===== config.mk =====
export PLATFORM = sky130hd
export DESIGN_NAME = uart_tx_fifo
export DESIGN_NICKNAME = d
export VERILOG_FILES = /design/src/rtl/uart_tx_fifo.sv
export SDC_FILE = /design/constraint.sdc
export NUM_CORES = 1
export LEC_CHECK = 0
export CAP_MARGIN = 20
export CORE_ASPECT_RATIO = 0.7
export CORE_UTILIZATION = 60
export DETAILED_ROUTE_END_ITERATION = 8
export GPL_TIMING_DRIVEN = 0
export PLACE_DENSITY = 0.78
export SLEW_MARGIN = 20
export SYNTH_ARGS = -nofsm -noshare
export SYNTH_HDL_FRONTEND = slang
export SYNTH_SLANG_ARGS = --single-unit

===== constraint.sdc =====
create_clock -name CLK -period 3.7 [get_ports CLK]
set_input_delay 0.555 -clock CLK [delete_from_list [all_inputs] [get_ports CLK]]
set_output_delay 0.555 -clock CLK [all_outputs]
set_load 0.005 [all_outputs]

===== src/rtl/uart_tx_fifo.sv =====
// uart_tx_fifo: buffered 8N1 UART transmitter for the debug serial link.
// Bytes arrive over a valid/ready handshake and are queued in a circular
// FIFO. A four-state FSM (IDLE/START/DATA/STOP) shifts them out LSB-first.
// The line output is registered, so it trails the FSM state by one clock.
module uart_tx_fifo #(
  parameter int CLKS_PER_BIT = 868,
  parameter int FIFO_DEPTH   = 16
) (
  input  logic                          CLK,
  input  logic                          RST,
  input  logic [7:0]                    tx_data,
  input  logic                          tx_valid,
  output logic                          tx_ready,
  output logic                          tx_serial,
  output logic                          busy,
  output logic [$clog2(FIFO_DEPTH):0]   fifo_count
);

  localparam int AW = $clog2(FIFO_DEPTH);
  localparam int CW = AW + 1;
  localparam int BW = $clog2(CLKS_PER_BIT);

  typedef enum logic [1:0] {
    IDLE  = 2'd0,
    START = 2'd1,
    DATA  = 2'd2,
    STOP  = 2'd3
  } state_t;

  state_t          state_q, state_d;
  logic [BW-1:0]   baud_q, baud_d;
  logic [2:0]      bit_idx_q, bit_idx_d;
  logic [7:0]      shift_q, shift_d;
  logic [AW-1:0]   wr_ptr_q, wr_ptr_d;
  logic [AW-1:0]   rd_ptr_q, rd_ptr_d;
  logic [CW-1:0]   count_q, count_d;
  logic            tx_serial_q, tx_serial_d;

  logic [7:0]      mem [FIFO_DEPTH];

  logic            push;
  logic            pop;
  logic            fifo_empty;
  logic            baud_done;

  // Handshake and flow-control flags derived from the stored occupancy.
  always_comb begin
    tx_ready   = (count_q != CW'(FIFO_DEPTH));
    push       = tx_valid && tx_ready;
    fifo_empty = (count_q == '0);
    baud_done  = (baud_q == BW'(CLKS_PER_BIT - 1));
  end

  // Next-state logic: bit timing, shifting and popping the FIFO head.
  always_comb begin
    state_d   = state_q;
    baud_d    = baud_q;
    bit_idx_d = bit_idx_q;
    shift_d   = shift_q;
    pop       = 1'b0;
    case (state_q)
      IDLE: begin
        baud_d = '0;
        if (!fifo_empty) begin
          pop       = 1'b1;
          shift_d   = mem[rd_ptr_q];
          bit_idx_d = 3'd0;
          state_d   = START;
        end
      end
      START: begin
        if (baud_done) begin
          baud_d    = '0;
          bit_idx_d = 3'd0;
          state_d   = DATA;
        end else begin
          baud_d = baud_q + BW'(1);
        end
      end
      DATA: begin
        if (baud_done) begin
          baud_d  = '0;
          shift_d = {1'b0, shift_q[7:1]};
          if (bit_idx_q == 3'd7) begin
            state_d = STOP;
          end else begin
            bit_idx_d = bit_idx_q + 3'd1;
          end
        end else begin
          baud_d = baud_q + BW'(1);
        end
      end
      STOP: begin
        if (baud_done) begin
          baud_d = '0;
          if (!fifo_empty) begin
            pop       = 1'b1;
            shift_d   = mem[rd_ptr_q];
            bit_idx_d = 3'd0;
            state_d   = START;
          end else begin
            state_d = IDLE;
          end
        end else begin
          baud_d = baud_q + BW'(1);
        end
      end
      default: begin
        state_d = IDLE;
        baud_d  = '0;
      end
    endcase
  end

  // FIFO pointer and occupancy bookkeeping; push and pop may coincide.
  always_comb begin
    wr_ptr_d = push ? (wr_ptr_q + AW'(1)) : wr_ptr_q;
    rd_ptr_d = pop  ? (rd_ptr_q + AW'(1)) : rd_ptr_q;
    case ({push, pop})
      2'b10:   count_d = count_q + CW'(1);
      2'b01:   count_d = count_q - CW'(1);
      default: count_d = count_q;
    endcase
  end

  // Line level for the next cycle, taken from the current FSM state.
  always_comb begin
    case (state_q)
      START:   tx_serial_d = 1'b0;
      DATA:    tx_serial_d = shift_q[0];
      default: tx_serial_d = 1'b1;
    endcase
  end

  // State registers; reset aborts any frame and drops queued bytes.
  always_ff @(posedge CLK or posedge RST) begin
    if (RST) begin
      state_q     <= IDLE;
      baud_q      <= '0;
      bit_idx_q   <= 3'd0;
      shift_q     <= 8'h00;
      wr_ptr_q    <= '0;
      rd_ptr_q    <= '0;
      count_q     <= '0;
      tx_serial_q <= 1'b1;
    end else begin
      state_q     <= state_d;
      baud_q      <= baud_d;
      bit_idx_q   <= bit_idx_d;
      shift_q     <= shift_d;
      wr_ptr_q    <= wr_ptr_d;
      rd_ptr_q    <= rd_ptr_d;
      count_q     <= count_d;
      tx_serial_q <= tx_serial_d;
    end
  end

  // FIFO storage; contents need no reset since occupancy gates every read.
  always_ff @(posedge CLK) begin
    if (push) begin
      mem[wr_ptr_q] <= tx_data;
    end
  end

  assign tx_serial  = tx_serial_q;
  assign busy       = (state_q != IDLE) || (count_q != '0);
  assign fifo_count = count_q;

endmodule


; ---- After elaboration in Yosys (flattened, before gate mapping)
; Memory sizes are Yosys's and may differ from the RTL's.
; Index checks and enable logic that the tools add are counted.
[totals]
word_cells = 67
memories = 1
ramBits = 128
inputBits = 11
out_inout_bits = 8
ff_bits = 37
[classes]
reduce_logical = 12
n_eq_ne = 14
addsub = 6
n_mux = 26
[memory_table]
columns = name, words, word_bits, read_ports, rd_clocked_by_memory_dff, write_ports, line
row1 = mem, 16, 8, 1, 0, 1, 39  ; logic [7:0] mem [FIFO_DEPTH];
[ops]
columns = op, count
row1 = $mux W8, 3
row2 = $pmux W8 S3, 1
row3 = $pmux W10 S2, 1
row4 = $mux W3, 5
row5 = $ne A2 B2 Y1 const B, 6
row6 = $pmux W3 S4, 1
row7 = $add A10 B1 Y10 const B, 1
row8 = $eq A10 B10 Y1 const B, 1
row9 = $mux W10, 1
row10 = $mux W2, 5
row11 = $pmux W5 S2, 1
row12 = $add A4 B1 Y4 const B, 2
row13 = $pmux W2 S4, 1
row14 = $eq A2 B2 Y1 const B, 3
row15 = $add A5 B1 Y5 const B, 1
row16 = $logic_not A5 Y1, 1
row17 = $mux W1, 5
row18 = $ne A5 B5 Y1 const B, 1
row19 = $reduce_and A5 Y1, 1
row20 = $reduce_bool A5 Y1, 1
row21 = $sub A5 B1 Y5 const B, 1
row22 = $eq A2 B1 Y1 const B, 2
row23 = $pmux W1 S2, 2
row24 = $reduce_and A4 Y1, 1
row25 = other kinds (9), 10

; ---- Depth between registers and ports, before layout
[logic_depth]
depth_word = 6
ltp_mapped = 13
ltp_nobuf = 12

; ---- Worst setup path after synthesis
; Ideal clock, no wire load.
[synth_path]
kind = flip-flop to flip-flop
from = register baud_q[0]
to = register count_q[4] (netlist: fifo_count[4])
arrival_ns = 2.749
setup_ns = 0.079
slack_ns = 0.872
n_path_buf = 0
path_stages_with_launch = 13
period_less_slack_ns = 2.828
required_time_ns = 3.621
cell_sequence = dfrtp_1 -> ha_1 -> and4b_1 -> a41oi_1 -> nor3_1 -> ha_1 -> inv_1 -> fa_1 -> nor2b_1 -> o21ai_0 -> and3_1 -> nor3_1 -> xor2_1
[synth_via]
elab_chain_len = 5
word_cells_on_any_way = 7
cone_classes = 3 x eq/ne / 3 x mux / 1 x reduce/logical
[synth_rtl]
columns = element, line
row1 = from (decl), 31  ; logic [BW-1:0] baud_q, baud_d;
row2 = from (signal assigned), 148  ; baud_q <= baud_d;
row3 = $eq A10 B10 Y1 (*), 51  ; baud_done = (baud_q == BW'(CLKS_PER_BIT - 1));
row4 = $mux W1 (*), 94  ; if (baud_done) begin
row5 = $pmux W1 S2 (*), 61  ; case (state_q)
row6 = via pop, 42  ; logic pop;
row7 = $eq A2 B1 Y1 or $eq A2 B2 Y1 (tied branches), 119  ; case ({push, pop})
row8 = $pmux W5 S2 or $reduce_bool A2 Y1 (tied branches), -
row9 = to (signal assigned), 153  ; count_q <= count_d;
row10 = to (decl), 36  ; logic [CW-1:0] count_q, count_d;
; The timed path passes the listed nets; every way through them passes the cells marked *.
; A chain may end at the register's enable or synchronous reset.

; ---- Worst setup path after layout
; Same ends and word-level chain as after synthesis.

==> run metrics <==
Post-Layout Cell Count 640; setup slack, reg-to-reg 0.50 ns; DIE WIDTH ~130 µm; synthesized area per cell 15.9 µm²; part of the cycle the worst path needs 0.865; worst path required time 4.04 ns; Synth top area share 0.552; Core Rows 32; Clock Sinks 165; CTS tree built; largest net degree at the start of global routing 38; Ys Warns 0; routing usage on met1 0.358; DR iter-0 viols 469; largest family of logic cells by synthesized area multiplexers; met2 Use GR 0.374; Crit path arrival time 3.55 ns; peak supply drop 0.459 mV; Setup violations, final 0; crit end category flop; critical path type flop to flop; status finished clean; setup bufs post-CTS 0; Synth Area in Simple Gates 0.0595; final hold vios 0; Die ar. 12000 µm²; fraction of layout instances using a drive strength above 1 0.127; DRC viols 0; Setup crit start kind flop; initial antenna violation count 0; commonest non-fill, non-tap cell in the layout edfxtp_1; placed cell count 609; total CTS buffers 17; CTS root buf clkbuf_16; commonest non-fill, non-tap cells in the layout 128 x edfxtp_1, 36 x dfrtp_1, 28 x mux2i_1, 28 x nor2_1, 23 x nand2_1; Max Transition Viols Final 0; Max Cap Violations 0; Starting Density 0.623; I/O pin cnt 19; Primary FF master, synth edfxtp_1; clock-pin slew of the registers on the worst-case setup and hold paths 0.07 ns; antenna-violating nets left 0; Post-synth EDFFs 128; multiplexer share of the synthesized area 0.111; unrepaired setup endpoints after global routing no; Min-Delay Path Depth 1; register area share after synthesis 0.685; post-route minimum period 3.20 ns; GPL Wtd Cong 0.856; vias per cell 6.03; vias in the first global route 3723; DRT Wirelength 13400 µm; cts hold-fix bufs 0; vias 3858; LEAKAGE 2.85 nW; HPWL after DPL 8760 µm; Max Fanout on Critical Path 5; cell taking the most area after synthesis edfxtp_1; GR Util All Layers 0.247; Hold Path Class flop to flop; global route total overflow 0; clock buffer depth 2; core area around 11000 µm²; Resize count post-CTS 0; GRT met3 Usage 0.0578; power per cell area 800 nW/µm²; Net Count, Synth 468; Post-Syn Area between 6000 and 7000 µm²; Synth Area in Compound Gates 0.0629; drt pass-1 iters 6; wire per inst 21.0 µm; library cells used by synthesis between 40 and 50; synth top area cells edfxtp_1 55%, dfrtp_1 13%, mux2i_1 4.0%; xor/xnor share of the synthesized area 0.0214; htree depth 4; first-pass GRT wire length 20700 µm; Clock Latency Late Sink 0.42 ns; Port Buf Inserts 18; Slew @ Worst Pin 0.886 ns; clk_skew around 0.014 ns; area grow syn2layout 14.1%; Worst R2R Path Depth 12; antenna cells 0; Max Clk Rate 312 MHz; die height 92.1 µm; setup TNS 0 ns; fraction of registers with async set/reset 0.224; nets@finish 505; synthesized-area fraction occupied by adder cells 0.0352; Synth Register Bits approximately 170; layer carrying the most global-route usage met2; synthesized instance count about 440; max_slew headroom 0.407
## state kept, by name (all words and copies together), names as in the netlist
| register | cells |
|---|---|
| state_q | 2 |
| fifo_count | 5 |
| bit_idx_q | 3 |
| shift_q | 8 |
| baud_q | 10 |
| rd_ptr_q | 4 |
| wr_ptr_q | 4 |
| tx_serial | 1 |
| mem | 128 |
## metal layers
metal / vias to the layer above / share of wire
li1: 1762 / -
met1: 1969 / 0.47
met2: 113 / 0.48
met3: 14 / 0.044
met4: 0 / 0.011
met5: - / 0
## cell usage after synthesis, types with 6 or more instances
library cell  number
o311ai_0           7
o22ai_1            7
a21oi_1           11
nor3_1             7
a22oi_1           14
nand3_1            7
xor2_1             6
nor2_1            28
ha_1              18
nand2_1           23
o21a_1             7
o21ai_0            8
dfrtp_1           36
edfxtp_1         128
mux4_2            11
clkbuf_1           8
mux4_1             8
mux2i_1           28
inv_1             17
xnor2_1           11
buf_2              6
## area by class of cell
cell class	instances	area [µm²]
Clock buffer	18	429
Buffer	20	110
Clock inverter	13	159
Timing Repair Buffer	18	180
Sequential cell	165	4770
Tap cell	153	191
Fill cell	698	3220
Multi-Input combinational cell	236	2040
Inverter	17	63.8
## final timing paths
kind,startpoint,end
min,baud_q[0]$_DFF_PP0_,baud_q[0]$_DFF_PP0_
max in group asynchronous,RST,baud_q[9]$_DFF_PP0_
min reg2reg,baud_q[0]$_DFF_PP0_,baud_q[0]$_DFF_PP0_
max,baud_q[0]$_DFF_PP0_,fifo_count[4]$_DFFE_PP0P_
min in group asynchronous,RST,baud_q[0]$_DFF_PP0_
max reg2reg,baud_q[0]$_DFF_PP0_,fifo_count[4]$_DFFE_PP0P_
## per-stage QoR
step                power (mW)  cell area (µm²)  worst slack, ns  hold slack [ns]  utilization
floorplan                 3.99             6960            0.872            0.455            -
global placement          4.50             7330            0.285            0.472        0.657
detailed placement        4.61             7350            0.183            0.480        0.658
CTS                       6.36             7940            0.169            0.489        0.711
global route              6.64             7950            0.212            0.506        0.711
finish                    6.35             7950            0.498            0.484        0.711
## logic make-up (layout without fill, tap and decap cells)
family                   count (synthesis)  count (layout)
AO/OA/AOI/OAI                           63              63
multiplexers                            50              50
AND/OR/NAND/NOR                         87              87
XOR/XNOR                                17              17
adder cells (fa/ha/maj)                 19              19
buffers and inverters                   37              86
flip-flops                             165             165
## report_power, final
group	internal (mW)	switching, mW
clock network	1.05	0.706
registers	2.32	0.162
logic	0.917	1.19
## critical path: stages, from the launching register on
cell	delay, ns
dfrtp_1	0.39
ha_1	0.25
and4b_1	0.26
a41oi_1	0.15
nor3_2	0.45
ha_1	0.34
inv_1	0.10
fa_1	0.40
nor2b_1	0.11
o21ai_0	0.09
and3_1	0.19
nor3_1	0.23
xor2_1	0.17
Power figures use the tool's default switching activity.
